[src/rtl/ex_hazard_ctrl.sv]
// Hazard/forwarding controller: EX/MEM writer scoreboard, operand-forward selects, load-use stall, redirect flush.
// Latency: stall/flush combinational from slots + inputs; forward selects registered, valid the cycle the ID instruction sits in EX.
// Backpressure: a load-use holds IF/ID for exactly one cycle and bubbles EX; a redirect flushes ID and EX and overrides the stall.
//
// Ports:
//   clk_i, rst_ni                  clock, async active-low reset
//   inst_ID_i, valid_ID_i          instruction in ID and its valid flag
//   branch_taken_i                 EX redirect request (ignored when the EX slot is empty)
//   stall_IF_o, stall_ID_o         hold PC / hold IF/ID
//   flush_ID_o, flush_EX_o         bubble into IF/ID / ID/EX
//   forward_sel_A_o/B_o            11 pc+4, 10 alu_out_MEM, 01 dataW_WB, 00 regfile
//   pc_plus_four_selA_o/B_o        pc+4 source: 1 WB, 0 MEM
//   stall_cnt_o, flush_cnt_o       saturating event counters
module ex_hazard_ctrl #(
    parameter int CNT_W = 32
) (
    input  logic             clk_i,
    input  logic             rst_ni,
    input  logic [31:0]      inst_ID_i,
    input  logic             valid_ID_i,
    input  logic             branch_taken_i,
    output logic             stall_IF_o,
    output logic             stall_ID_o,
    output logic             flush_ID_o,
    output logic             flush_EX_o,
    output logic [1:0]       forward_sel_A_o,
    output logic [1:0]       forward_sel_B_o,
    output logic             pc_plus_four_selA_o,
    output logic             pc_plus_four_selB_o,
    output logic [CNT_W-1:0] stall_cnt_o,
    output logic [CNT_W-1:0] flush_cnt_o
);

    localparam logic [6:0] OP_R     = 7'b0110011;
    localparam logic [6:0] OP_I     = 7'b0010011;
    localparam logic [6:0] OP_LUI   = 7'b0110111;
    localparam logic [6:0] OP_AUIPC = 7'b0010111;
    localparam logic [6:0] OP_LOAD  = 7'b0000011;
    localparam logic [6:0] OP_JAL   = 7'b1101111;
    localparam logic [6:0] OP_JALR  = 7'b1100111;
    localparam logic [6:0] OP_STORE = 7'b0100011;
    localparam logic [6:0] OP_BR    = 7'b1100011;

    localparam logic [1:0] K_NONE = 2'd0;
    localparam logic [1:0] K_ALU  = 2'd1;
    localparam logic [1:0] K_LOAD = 2'd2;
    localparam logic [1:0] K_PC4  = 2'd3;

    localparam logic [CNT_W-1:0] CNT_ONE = {{(CNT_W-1){1'b0}}, 1'b1};

    // The regfile writes through, so a writer in WB is already visible to the
    // ID read; the scoreboard only has to track the EX and MEM slots.
    logic       ex_vld, mem_vld;
    logic [4:0] ex_rd, mem_rd;
    logic [1:0] ex_kind, mem_kind;

    logic [6:0] id_op;
    logic [4:0] id_rd, id_rs1, id_rs2;
    logic [1:0] id_kind;
    logic       rs1_used, rs2_used;
    logic       load_use, redirect, id_to_ex;
    logic [2:0] fwd_a, fwd_b;

    // Fields only needed by the datapath, not by hazard detection.
    logic unused_inst_bits;
    assign unused_inst_bits = ^{inst_ID_i[31:25], inst_ID_i[14:12]};

    assign id_op  = inst_ID_i[6:0];
    assign id_rd  = inst_ID_i[11:7];
    assign id_rs1 = inst_ID_i[19:15];
    assign id_rs2 = inst_ID_i[24:20];

    always_comb begin
        id_kind = K_NONE;
        case (id_op)
            OP_R, OP_I, OP_LUI, OP_AUIPC: id_kind = K_ALU;
            OP_LOAD:                      id_kind = K_LOAD;
            OP_JAL, OP_JALR:              id_kind = K_PC4;
            default:                      id_kind = K_NONE;
        endcase
        // Writes to x0 are discarded, so they never produce a hazard.
        if (id_rd == 5'd0) id_kind = K_NONE;
    end

    // x0 always reads as zero from the regfile, so it is treated as unused.
    assign rs1_used = !(id_op == OP_LUI || id_op == OP_AUIPC || id_op == OP_JAL)
                      && (id_rs1 != 5'd0);
    assign rs2_used = (id_op == OP_R || id_op == OP_STORE || id_op == OP_BR)
                      && (id_rs2 != 5'd0);

    assign load_use = valid_ID_i && ex_vld && (ex_kind == K_LOAD) &&
                      ((rs1_used && id_rs1 == ex_rd) || (rs2_used && id_rs2 == ex_rd));
    assign redirect = branch_taken_i && ex_vld;

    assign stall_IF_o = load_use && !redirect;
    assign stall_ID_o = load_use && !redirect;
    assign flush_ID_o = redirect;
    assign flush_EX_o = redirect || load_use;
    assign id_to_ex   = valid_ID_i && !flush_EX_o;

    // Returns {sel[1:0], pc_sel}. The EX slot is checked first so the nearer
    // writer wins; a LOAD in EX falls through, but that case is a load-use
    // and the instruction is bubbled anyway.
    function automatic logic [2:0] fwd_pick(
        input logic       used,
        input logic [4:0] rs,
        input logic       e_vld,
        input logic [4:0] e_rd,
        input logic [1:0] e_kind,
        input logic       m_vld,
        input logic [4:0] m_rd,
        input logic [1:0] m_kind
    );
        if (!used)                                   return 3'b000;
        if (e_vld && e_rd == rs && e_kind == K_ALU)  return 3'b100;
        if (e_vld && e_rd == rs && e_kind == K_PC4)  return 3'b110;
        if (m_vld && m_rd == rs && (m_kind == K_ALU || m_kind == K_LOAD))
                                                     return 3'b010;
        if (m_vld && m_rd == rs && m_kind == K_PC4)  return 3'b111;
        return 3'b000;
    endfunction

    assign fwd_a = fwd_pick(rs1_used, id_rs1, ex_vld, ex_rd, ex_kind, mem_vld, mem_rd, mem_kind);
    assign fwd_b = fwd_pick(rs2_used, id_rs2, ex_vld, ex_rd, ex_kind, mem_vld, mem_rd, mem_kind);

    always_ff @(posedge clk_i or negedge rst_ni) begin
        if (!rst_ni) begin
            ex_vld              <= 1'b0;
            ex_rd               <= 5'd0;
            ex_kind             <= K_NONE;
            mem_vld             <= 1'b0;
            mem_rd              <= 5'd0;
            mem_kind            <= K_NONE;
            forward_sel_A_o     <= 2'b00;
            forward_sel_B_o     <= 2'b00;
            pc_plus_four_selA_o <= 1'b0;
            pc_plus_four_selB_o <= 1'b0;
            stall_cnt_o         <= '0;
            flush_cnt_o         <= '0;
        end else begin
            mem_vld  <= ex_vld;
            mem_rd   <= ex_rd;
            mem_kind <= ex_kind;
            ex_vld   <= id_to_ex;
            ex_rd    <= id_rd;
            ex_kind  <= id_to_ex ? id_kind : K_NONE;

            // Bubbles entering EX carry regfile selects.
            if (id_to_ex) begin
                forward_sel_A_o     <= fwd_a[2:1];
                forward_sel_B_o     <= fwd_b[2:1];
                pc_plus_four_selA_o <= fwd_a[0];
                pc_plus_four_selB_o <= fwd_b[0];
            end else begin
                forward_sel_A_o     <= 2'b00;
                forward_sel_B_o     <= 2'b00;
                pc_plus_four_selA_o <= 1'b0;
                pc_plus_four_selB_o <= 1'b0;
            end

            if (stall_IF_o && stall_cnt_o != '1) stall_cnt_o <= stall_cnt_o + CNT_ONE;
            if (redirect && flush_cnt_o != '1)   flush_cnt_o <= flush_cnt_o + CNT_ONE;
        end
    end

endmodule

[config.mk]
export PLATFORM = sky130hd
export DESIGN_NAME = ex_hazard_ctrl
export DESIGN_NICKNAME = d
export VERILOG_FILES = /design/src/rtl/ex_hazard_ctrl.sv
export SDC_FILE = /design/constraint.sdc
export NUM_CORES = 1
export LEC_CHECK = 0
export CAP_MARGIN = 20
export CORE_MARGIN = 5
export CORE_UTILIZATION = 53
export CTS_CLUSTER_DIAMETER = 200
export CTS_CLUSTER_SIZE = 14
export DETAILED_ROUTE_END_ITERATION = 8
export MAX_ROUTING_LAYER = met4
export PLACE_DENSITY = 0.82
export SKIP_CTS_REPAIR_TIMING = 1
export SKIP_LAST_GASP = 1
export SYNTH_ARGS = -nofsm -noshare
export SYNTH_HDL_FRONTEND = slang
export SYNTH_SLANG_ARGS = --single-unit
[constraint.sdc]
create_clock -name clk_i -period 6.26 [get_ports clk_i]
set_input_delay 0.939 -clock clk_i [delete_from_list [all_inputs] [get_ports clk_i]]
set_output_delay 0.939 -clock clk_i [all_outputs]
set_load 0.03 [all_outputs]
After elaboration in Yosys (flattened, before gate mapping)
Index checks and enable logic that the tools add are counted.
Operators by class
  $add $sub $neg: 2
  equal/unequal tests: 23
  mux-type cells: 57
  reductions and logical operators: 39
Operators by type and width (count)
  2-to-1 mux 3 bit: 22
  adder 32 x 1 -> 32 bit, second input constant: 2
  inequality test 32 bit, second input constant: 2
  equality test 5 bit: 6
  2-to-1 mux 1 bit: 30
  logical AND 1 bit: 24
  equality test 7 x 6 -> 1 bit, second input constant: 3
  equality test 7 bit, second input constant: 3
  equality test 7 x 5 -> 1 bit, second input constant: 2
  nonzero test 5 bit: 2
  equality test 2 bit, second input constant: 4
  2-to-1 mux 2 bit: 4
  equality test 7 x 2 -> 1 bit, second input constant: 1
  logical OR 1 bit: 7
  case mux 2 bit (3 select lines): 1
  zero test 5 bit: 1
  equality test 2 x 1 -> 1 bit, second input constant: 2
  OR reduction 4 bit: 1
  zero test 1 bit: 3
  OR reduction 2 bit: 1
Storage, ports and cells
  register bits: 86
  output and inout bits: 74
  logic and storage cells: 133

Logic depth before layout (Yosys ltp)
Gate-level depths: netlist of run 1.
  word-level depth: 21
  mapped depth: 8
  depth with buffers taken out: 7

Worst setup path before layout of run 1
Ideal clock, no wire load.
  path type: input port to output port
  from: input port inst_ID_i[1]
  to: output port stall_IF_o
  arrival: 2939 ps
  data required time: 5321 ps
  setup slack: 2382 ps
  stages on the path: 7
  path buffers: 2
  cells stage by stage: nand2_1 > nor4b_1 > a221oi_1 > a22oi_4 > buf_2 > nor3_1 > buf_4
Between the ends
  cells in the longest elaborated chain, start to end: 9
  elaborated cells on any way between the ends: 18
  classes of those cells: eq/ne: 6; reduce/logical: 12
RTL lines
  start, declared: RTL line 19  | input logic [31:0] inst_ID_i,
  equality test 7 x 6 -> 1 bit or equality test 7 x 5 -> 1 bit (tied branches): RTL line 86  | assign rs1_used = !(id_op == OP_LUI || id_op == OP_AUIPC || id_op == OP_JAL)
  logical OR 1 bit (2 in a row): RTL line 86
  zero test 1 bit: RTL line 86
  logical AND 1 bit: RTL line 87  | && (id_rs1 != 5'd0);
  logical AND 1 bit: RTL line 92  | ((rs1_used && id_rs1 == ex_rd) || (rs2_used && id_rs2 == ex_rd));
  logical OR 1 bit (*): RTL line 92
  logical AND 1 bit (*): RTL line 91  | assign load_use = valid_ID_i && ex_vld && (ex_kind == K_LOAD) &&
  logical AND 1 bit (*)
  end, declared: RTL line 22  | output logic stall_IF_o,
Mark *: on every way between the ends. The rest lies on a longest branch, timed or not.

Worst setup path in the final report of run 1
  from: input port inst_ID_i[21]
  to: output port flush_EX_o
Between the ends
  cells in the longest elaborated chain, start to end: 6
  elaborated cells on any way between the ends: 7
  classes of those cells: eq/ne: 1; reduce/logical: 6
RTL lines
  nonzero test 5 bit: RTL line 89  | && (id_rs2 != 5'd0);
  logical AND 1 bit: RTL line 89
  logical AND 1 bit (*): RTL line 92
  logical OR 1 bit (*): RTL line 92
  logical AND 1 bit (*): RTL line 91
  logical OR 1 bit (*): RTL line 98  | assign flush_EX_o = redirect || load_use;
  end, declared: RTL line 25  | output logic flush_EX_o,
Marks and branches as above.

==> key figures, run 1 <==
Run status
  • Status: complete, no violations

Synth
  • Top cell type's share of synthesized area: just over 50%
  • Net Count, Synth: approximately 430
  • Most common flop cell mapped by yosys: dfrtp_1
  • Seq/Total Area, Yosys: 50.5%
  • Asr flop ratio synth: 100%
  • Most common cell in the synthesized netlist: dfrtp_1
  • Syn_area_per_cell: approximately 11 um2
  • Leading area contributor after synthesis: dfrtp_1
  • Cells after Synth: about 390
  • Post-synth top cells: dfrtp_1 (86), xor2_1 (42), xnor2_1 (37)
  • Synthesized flop and latch total: 86
  • Ys Warns: 0
  • Ranking of synthesized cells by area: dfrtp_1 (51%), xor2_1 (8.6%), xnor2_1 (7.6%)
  • Post-synth EDFFs: 0
  • Synth cell types: between 50 and 60
  • Synthesized cell area: approximately 0.0043 mm2

Worst setup path
  • Crit end category: primary output
  • Startpoint types: input pin
  • Critical Path RT: 5.32 ns
  • Critical path class: in -> out
  • Max stage delay cell, worst path: a22oi_4
  • CP dominant cell by count: clkdlybuf4s50_1
  • Crit-path cells: clkdlybuf4s50_1, or4_1, nor2_1, nor4_2, a22oi_4, o21ai_0, clkdlybuf4s50_1
  • CP Data Arrival Time: 3.84 ns
  • Critical path peak fanout: 35
  • Worst path max stage delay: approximately 0.78 ns

Timing
  • Final Hold Fails: 0
  • Tmin final: between 4 and 5 ns
  • Slew HR: around 37%
  • Max-slew violation count: 0
  • Fin crit share: between 70% and 80%
  • Clk_skew: between 0.01 and 0.015 ns
  • Final TNS setup: 0 ns
  • Setup-failing EPs final: 0
  • Hold WS: 0.415 ns
  • Unrepaired setup endpoints after global routing: no
  • Highest clock rate: ~0.21 GHz
  • Worst Max-Slew Pin Slew: between 0.9 and 1 ns

Drt
  • Routed wl met3: 562 um
  • Routed Antenna Nets: 0
  • Top layer in use: met4
  • Post-route DRC: 0
  • DRT iter0 DRCs: ~140
  • Vias post-DR: around 3400
  • Drt via density: 5.68
  • WL/cell: 16.2 um
  • Routed wl met2: roughly 4.8 mm
  • M1 WL: between 4 and 5 mm
  • Final wirelength: approximately 9.8 mm
  • Initial DRT Pass Iterations: 4

Finish
  • Finished Core Util: 71.5%
  • Layout area overhead: 30.4%
  • Filler cell count in the final layout: 580
  • Layout Cells excl Fill: 603
  • Final nets: ~540
  • Share of layout cells above drive strength 1: about 7.4%
  • FF+latch area: between 0.002 and 0.0025 mm2
  • Multi-input gate area: around 0.002 mm2
  • # diodes: 0

Global routing
  • Antenna violations before repair: 0
  • Total Routing Usage GR: a little over a fifth
  • Vias in the first global route: about 3400
  • Largest net degree at the start of global routing: between 80 and 90
  • First-pass GRT wire length: between 15 and 20 mm
  • Gr ovfl total: 0

Clocking
  • Max clock buf depth: 2
  • Number of buffers created by CTS: 9
  • Root Driver: clkbuf_8
  • CTS H-tree lvls: 3
  • TritonCTS clock tree: yes
  • Worst-skew pair later-pin latency: between 0.3 and 0.4 ns
  • Clk slew on worst S/H paths: approximately 0.080 ns
  • CTS sink cnt: 86

Power and ir drop
  • Leak Pwr: 2.34 nW
  • PwrDens: 207 mW/mm2
  • Final Power: 1.15 mW
  • VDD IR max: 0.267 mV

Place
  • Global placement routability congestion: 0.951
  • Placed cell count: just under 600
  • Buffers on Ports: 99
  • Detail Placement HPWL: approximately 7.3 mm

Hold path
  • Hold crit path type: in -> async

Floorplanning
  • Die Ht: 99.6 um
  • DIE AREA: roughly 0.0099 mm2
  • Core area: approximately 0.0078 mm2
  • Chip width: around 100 um
  • I/O pin total: 110
  • Starting density of the core: between 50% and 60%
  • Rows: 32

Flow run
  • Total of max-cap violations: 0
## per-layer routing
| metal | GRT usage [%] | up-vias |
|---|---|---|
| li1 | - | 1623 |
| met1 | 27.2 | 1672 |
| met2 | 33.5 | 110 |
| met3 | 3.93 | 18 |
| met4 | 7.35 | 0 |
| met5 | - | - |
## layout make-up
type	count	area share, %
clock inverter	7	1.31
inverter	6	0.405
timing repair buffer	100	18.3
tap	102	2.30
clock buffer	9	2.23
multi-input combinational	293	36.7
sequential	86	38.7
## cells in the final DEF (no fill, tap or decap), drive strengths merged, types with 14 or more instances in the layout
master	count
clkdlybuf4s50	98
dfrtp	86
xor2	42
xnor2	37
nand2	31
nor2	30
nor3	24
nand4	22
nand3	18
and3	14
nor4	14
## final timing paths
| kind | start | to | slack (ns) | depth (start not counted) |
|---|---|---|---|---|
| worst min-delay path | rst_ni | mem_rd[2]$_DFF_PN0_ | 0.42 | 1 |
| worst min register to register | ex_kind[0]$_DFF_PN0_ | mem_kind[0]$_DFF_PN0_ | 0.45 | 0 |
| worst max register to register | stall_cnt_o[18]$_DFFE_PN0P_ | stall_cnt_o[1]$_DFFE_PN0P_ | 3.73 | 6 |
| max in group asynchronous | rst_ni | stall_cnt_o[19]$_DFFE_PN0P_ | 5.24 | 2 |
| min in group clk_i | ex_kind[0]$_DFF_PN0_ | mem_kind[0]$_DFF_PN0_ | 0.45 | 0 |
| worst max-delay path | inst_ID_i[21] | flush_EX_o | 1.48 | 7 |
## logic make-up (layout without fill, tap and decap cells)
group | after synthesis | in the layout | synth area share (%)
fa+ha+maj | 3 | 3 | 0.882
simple gates | 189 | 189 | 26.6
compound gates | 19 | 19 | 3.44
flops | 86 | 86 | 50.5
xor+xnor | 79 | 79 | 16.3
buf+inv | 13 | 122 | 1.56
mux | 3 | 3 | 0.764
## power by group
group / internal, mW / switching, mW / total [mW]
clock network: 0.186 / 0.202 / 0.388
logic: 0.0705 / 0.0893 / 0.160
registers: 0.576 / 0.0255 / 0.602
total: 0.832 / 0.317 / 1.15
## state kept, by name, summed over array words and instances (netlist names)
register / flops
ex_vld: 1
ex_rd: 5
mem_rd: 5
mem_kind: 2
pc_plus_four_selB_o: 1
forward_sel_B_o: 2
pc_plus_four_selA_o: 1
forward_sel_A_o: 2
ex_kind: 2
mem_vld: 1
stall_cnt_o: 32
flush_cnt_o: 32
## stage by stage
step                      setup WS [ns]  area, um2
final                              1.48       5550
after global placement             1.54       5330
after floorplan                    2.38       4260
after global routing               1.31       5550
after detailed placement           1.53       5330
after CTS                          1.49       5530
## critical path: cells and delay by family
family / cells / cell delay (ns)
AOI/OAI and AO/OA: 2 / 0.95
buffers and inverters: 2 / 1.12
and+or+nand+nor: 3 / 0.83
(Power assumes the default switching activity.)
==> run 2, diff against run 1 <==
--- a/config.mk
+++ b/config.mk
@@ -7,12 +7,12 @@
 export LEC_CHECK = 0
 export CAP_MARGIN = 20
 export CORE_MARGIN = 5
-export CORE_UTILIZATION = 53
+export CORE_UTILIZATION = 44
 export CTS_CLUSTER_DIAMETER = 200
 export CTS_CLUSTER_SIZE = 14
 export DETAILED_ROUTE_END_ITERATION = 8
 export MAX_ROUTING_LAYER = met4
-export PLACE_DENSITY = 0.82
+export PLACE_DENSITY = 0.72
 export SKIP_CTS_REPAIR_TIMING = 1
 export SKIP_LAST_GASP = 1
 export SYNTH_ARGS = -nofsm -noshare
==> constraint.sdc (replaced) <==
create_clock -name clk_i -period 4 [get_ports clk_i]
set_input_delay 0.6 -clock clk_i [delete_from_list [all_inputs] [get_ports clk_i]]
set_output_delay 0.6 -clock clk_i [all_outputs]
set_load 0.03 [all_outputs]
==> key figures, run 2 (synthesis gave the netlist of run 1 again) <==
Power and ir drop
  • PwrDens: around 330 mW/mm2
  • Reg power frac: between 50% and 60%
  • Leak Pwr: approximately 2.4 nW
  • VDD IR max: roughly 0.38 mV
  • Sw Ratio: about a quarter
  • Switching power: around 490 uW
  • Clock Power Share: between 30% and 40%
  • Internal power: around 1.4 mW
  • Share of total power in combinational logic: around 14%

Clocking
  • CTS H-tree lvls: 3
  • Worst-skew pair later-pin latency: approximately 0.35 ns
  • Clk slew on worst S/H paths: around 0.08 ns
  • Number of buffers created by CTS: 9
  • CTS sink cnt: 86
  • Max clock buf depth: 2
  • Root Driver: clkbuf_8
  • TritonCTS clock tree: yes

Drt
  • Routed Antenna Nets: 0
  • Post-route DRC: 0
  • Initial DRT Pass Iterations: 4
  • WL/cell: ~16 um
  • Vias post-DR: about 3400
  • Drt via density: 5.37
  • DRT iter0 DRCs: between 100 and 150
  • Final wirelength: ~9.9 mm

Timing
  • Highest clock rate: 0.270 GHz
  • Max-slew violation count: 0
  • Unrepaired setup endpoints after global routing: no
  • Final TNS setup: 0 ns
  • Setup-failing EPs final: 0
  • Slew HR: 56.2%
  • Fin crit share: between 90% and 100%
  • Tmin final: 3.70 ns
  • Final Hold Fails: 0
  • Worst Max-Slew Pin Slew: roughly 0.66 ns
  • Clk_skew: 0.00843 ns

Finish
  • Most frequent cells in the layout: clkdlybuf4s50_1 (98), dfrtp_1 (86), xor2_1 (42), xnor2_1 (37), nand2_1 (30)
  • Layout Cells excl Fill: 635
  • Filler cell count in the final layout: between 800 and 900
  • Final nets: roughly 540
  • Largest regs: flush_cnt_o: 32 flops, stall_cnt_o: 32 flops
  • Share of layout cells above drive strength 1: 7.37%
  • Layout area overhead: 31.9%
  • # diodes: 0
  • Commonest non-fill, non-tap cell in the layout: clkdlybuf4s50_1

Floorplanning
  • Core area: 0.00959 mm2
  • I/O pin total: 110
  • Chip width: about 110 um
  • Starting density of the core: 44.4%
  • Rows: 36
  • Die Ht: approximately 110 um
  • DIE AREA: approximately 0.012 mm2

Place
  • Global placement routability congestion: approximately 0.84
  • Buffers on Ports: slightly below 100
  • Detail Placement HPWL: between 7 and 8 mm
  • Placed cell count: around 620

Hold path
  • Hold crit path type: in -> async

Global routing
  • First-pass GRT wire length: between 15 and 20 mm
  • Gr ovfl total: 0
  • Antenna violations before repair: 0
  • Largest net degree at the start of global routing: slightly below 90
  • Total Routing Usage GR: 18.3%
  • Vias in the first global route: 3443

Worst setup path
  • Crit end category: primary output
  • Critical path class: in -> out
  • Worst path max stage delay: 0.74 ns
  • CP Data Arrival Time: between 3 and 4 ns
  • Startpoint types: input pin
  • CP top delay family: buffers and inverters
  • Critical path peak fanout: 5
  • Crit-path cells: clkdlybuf4s50_1, xnor2_1, nand3_1, nor3_1, a22oi_4, nor3_1, clkdlybuf4s50_1
  • Critical Path RT: about 3.4 ns
  • Max stage delay cell, worst path: clkdlybuf4s50_1
  • Crit path buffers/inverters: 2

Flow run
  • Total of max-cap violations: 0

Run status
  • Status: complete, no violations
run 2: changes by cell type in the layout (fill, tap and decap cells not counted):
cell        change
buf_4           +1
bufinv_16       +1
clkbuf_1        +1
clkinv_4        +1
clkinvlp_4      -1
inv_6           -2
run 2: routing by layer:
metal / vias up / global-route usage, % / wire [um]
met1: 1685 / 23.6 / 4590
met5: - / - / 0
met2: 93 / 29.0 / 4690
met3: 14 / 4.48 / 537
li1: 1615 / - / -
met4: 0 / 4.87 / 109
run 2: power groups by stage:
stage                     Clock [mW]  Combinational (mW)  Sequential [mW]
after floorplan                    0              0.0744             1.00
after global placement             0               0.246            0.959
after detailed placement           0               0.249            0.958
after CTS                      0.672               0.249            0.942
after global routing           0.717               0.272            0.949
final                          0.658               0.250            0.943
run 2: layout make-up:
| cell class | count | area [um2] | share of cell area [%] |
|---|---|---|---|
| Clock buffer | 10 | 128 | 2.27 |
| Clock inverter | 6 | 86.3 | 1.54 |
| Inverter | 6 | 22.5 | 0.401 |
| Multi-Input combinational cell | 293 | 2040 | 36.3 |
| Sequential cell | 86 | 2150 | 38.3 |
| Tap cell | 133 | 166 | 2.96 |
| Timing Repair Buffer | 101 | 1020 | 18.2 |
run 2: per-stage QoR:
stage          utilization [%]  hold WS (ns)  area [um2]  total power [mW]  worst slack, ns
4_1_cts                   58.3         0.438        5590              1.86            0.295
5_1_grt                   58.6         0.162        5620              1.94            0.158
3_5_place_dp              56.0         0.408        5380              1.21            0.312
6_report                  58.6         0.147        5620              1.85            0.299
2_1_floorplan                -         0.304        4260              1.08            0.800
3_3_place_gp              56.0         0.405        5380              1.20            0.377
run 2: worst paths after layout:
check	from	to	slack, ns	depth (start not counted)
setup reg to reg	stall_cnt_o[18]$_DFFE_PN0P_	stall_cnt_o[1]$_DFFE_PN0P_	1.40	6
setup / recovery	inst_ID_i[23]	stall_IF_o	0.30	7
min in group clk_i	ex_kind[0]$_DFF_PN0_	mem_kind[0]$_DFF_PN0_	0.44	0
max in group asynchronous	rst_ni	flush_cnt_o[30]$_DFFE_PN0P_	3.25	2
hold / removal	rst_ni	pc_plus_four_selA_o$_DFF_PN0_	0.15	1
hold reg to reg	ex_kind[0]$_DFF_PN0_	mem_kind[0]$_DFF_PN0_	0.44	0
==> run 3, diff against run 2 <==
--- a/config.mk
+++ b/config.mk
@@ -6,6 +6,7 @@
 export NUM_CORES = 1
 export LEC_CHECK = 0
 export CAP_MARGIN = 20
+export CORE_ASPECT_RATIO = 2
 export CORE_MARGIN = 5
 export CORE_UTILIZATION = 44
 export CTS_CLUSTER_DIAMETER = 200
==> key figures, run 3 (synthesis gave the netlist of run 1 again) <==
Finish
  • Share of layout cells above drive strength 1: 7.72%
  • Most frequent cells in the layout: clkdlybuf4s50_1 (98), dfrtp_1 (86), xor2_1 (42), xnor2_1 (37), nand2_1 (30)
  • # diodes: 0
  • Post-route cell area: ~0.0058 mm2
  • Largest regs: flush_cnt_o: 32 flops, stall_cnt_o: 32 flops
  • Layout area overhead: 35.4%
  • Final nets: ~540
  • Commonest non-fill, non-tap cell in the layout: clkdlybuf4s50_1

Floorplanning
  • Chip width: 79.6 um
  • DIE AREA: approximately 0.012 mm2
  • Core area: between 0.009 and 0.01 mm2
  • I/O pin total: 110
  • Starting density of the core: a little under half
  • Die Ht: between 100 and 150 um
  • Rows: 50

Place
  • Global placement routability congestion: 0.887
  • Buffers on Ports: 99
  • Area after DPL: between 0.005 and 0.006 mm2
  • Detail Placement HPWL: roughly 8 mm
  • Pre-CTS setup slack: ~0.45 ns

Global routing
  • Antenna violations before repair: 0
  • First-pass GRT wire length: ~18 mm
  • Gr ovfl total: 0
  • Vias in the first global route: roughly 3600
  • Total Routing Usage GR: around a fifth
  • Largest net degree at the start of global routing: just under 90

Drt
  • Vias post-DR: 3442
  • DRT iter0 DRCs: about 140
  • WL/cell: ~17 um
  • Final wirelength: 10.9 mm
  • Routed Antenna Nets: 0
  • Post-route DRC: 0
  • Initial DRT Pass Iterations: 4
  • Drt via density: between 5 and 6

Flow run
  • Total of max-cap violations: 0

Worst setup path
  • Flop2flop setup slack: between 1 and 1.5 ns
  • Critical path class: in -> out
  • Worst reg2reg startpoint: stall_cnt_o[18]$_DFFE_PN0P_
  • Reg2reg end: stall_cnt_o[1]$_DFFE_PN0P_
  • Crit end category: primary output
  • Critical path peak fanout: 4
  • Startpoint types: input pin
  • CP Data Arrival Time: about 3.0 ns
  • Critical Path RT: 3.40 ns
  • Worst r2r path cells: 6

Clocking
  • Worst-skew pair later-pin latency: between 0.3 and 0.4 ns
  • Clk slew on worst S/H paths: around 0.06 ns
  • Max clock buf depth: 2
  • CTS sink cnt: 86
  • Root Driver: clkbuf_16
  • CTS H-tree lvls: 3
  • Number of buffers created by CTS: 9
  • TritonCTS clock tree: yes

Timing
  • Final worst setup slack: 0.435 ns
  • Max-slew violation count: 0
  • Worst Max-Slew Pin Slew: between 0.7 and 0.8 ns
  • Highest clock rate: between 0.2 and 0.3 GHz
  • Final Hold Fails: 0
  • Unrepaired setup endpoints after global routing: no
  • Final TNS setup: 0 ns
  • Setup-failing EPs final: 0
  • Tmin final: 3.57 ns
  • Slew HR: between 50% and 60%
  • Hold WS: between 0.1 and 0.15 ns
  • Clk_skew: 0.00822 ns
  • Fin crit share: about 90%

Power and ir drop
  • VDD IR max: approximately 0.37 mV
  • Clock Power Share: approximately 44%
  • Switching power: roughly 520 uW
  • Sw Ratio: 24.2%
  • Leak Pwr: ~2.4 nW
  • PwrDens: around 370 mW/mm2
  • Reg power frac: between 40% and 50%
  • Internal power: between 1.5 and 2 mW
  • Share of total power in combinational logic: 11.8%

Run status
  • Status: complete, no violations

Hold path
  • Hold crit path type: in -> async
[run 3: cell types whose count changed in the layout (fill, tap and decap cells not counted), moves of 2 or more]
| cell | delta |
|---|---|
| buf_4 | +3 |
| clkbuf_16 | +9 |
| clkinv_2 | -2 |
| clkbuf_8 | -9 |
[run 3: worst max path at each step]
| stage | start | end | slack [ns] | cells after the start |
|---|---|---|---|---|
| finish | inst_ID_i[1] | stall_ID_o | 0.43 | 7 |
| global route | inst_ID_i[0] | stall_ID_o | 0.27 | 7 |
| CTS | inst_ID_i[1] | stall_ID_o | 0.44 | 7 |
| detailed placement | inst_ID_i[1] | stall_ID_o | 0.45 | 7 |
| global placement | inst_ID_i[1] | stall_ID_o | 0.49 | 7 |
| floorplan | inst_ID_i[1] | stall_IF_o | 0.80 | 7 |
[run 3: layer usage]
| metal | global-route usage, % | vias to the layer above | part of all wire, % |
|---|---|---|---|
| li1 | - | 1631 | - |
| met1 | 21.3 | 1675 | 37 |
| met2 | 34.1 | 109 | 55 |
| met3 | 3.33 | 27 | 4.2 |
| met4 | 10.4 | 0 | 4.0 |
| met5 | - | - | 0 |
[run 3: power groups by stage]
stage                     logic [mW]  clock network, mW  registers [mW]
after CTS                      0.253              0.968           0.944
after global placement         0.249                  0           0.958
after floorplan               0.0744                  0            1.00
after detailed placement       0.252                  0           0.958
after global routing           0.271               1.01           0.950
final                          0.253              0.950           0.944
[run 3: per-stage QoR]
stage / power [mW] / utilization [%] / std cells
6_report: 2.15 / 61.0 / 635
5_1_grt: 2.23 / 61.0 / 635
4_1_cts: 2.16 / 60.7 / 634
3_5_place_dp: 1.21 / 57.1 / 618
3_3_place_gp: 1.21 / 57.1 / 618
2_1_floorplan: 1.08 / - / 392
[run 3: area by class of cell]
cell class                      count  area [um2]
Clock buffer                       11         233
Clock inverter                      5         108
Fill cell                         761        3680
Inverter                            6        22.5
Multi-Input combinational cell    293        2040
Sequential cell                    86        2150
Tap cell                          130         163
Timing Repair Buffer              104        1050
[run 3: worst max-delay path, cell delays in order]
cell and delay [ns]:
clkdlybuf4s50_1 0.46, nand2_1 0.12, a21o_1 0.20, nor4_2 0.40
a22oi_4 0.16, nor3_1 0.29, clkdlybuf4s50_1 0.74
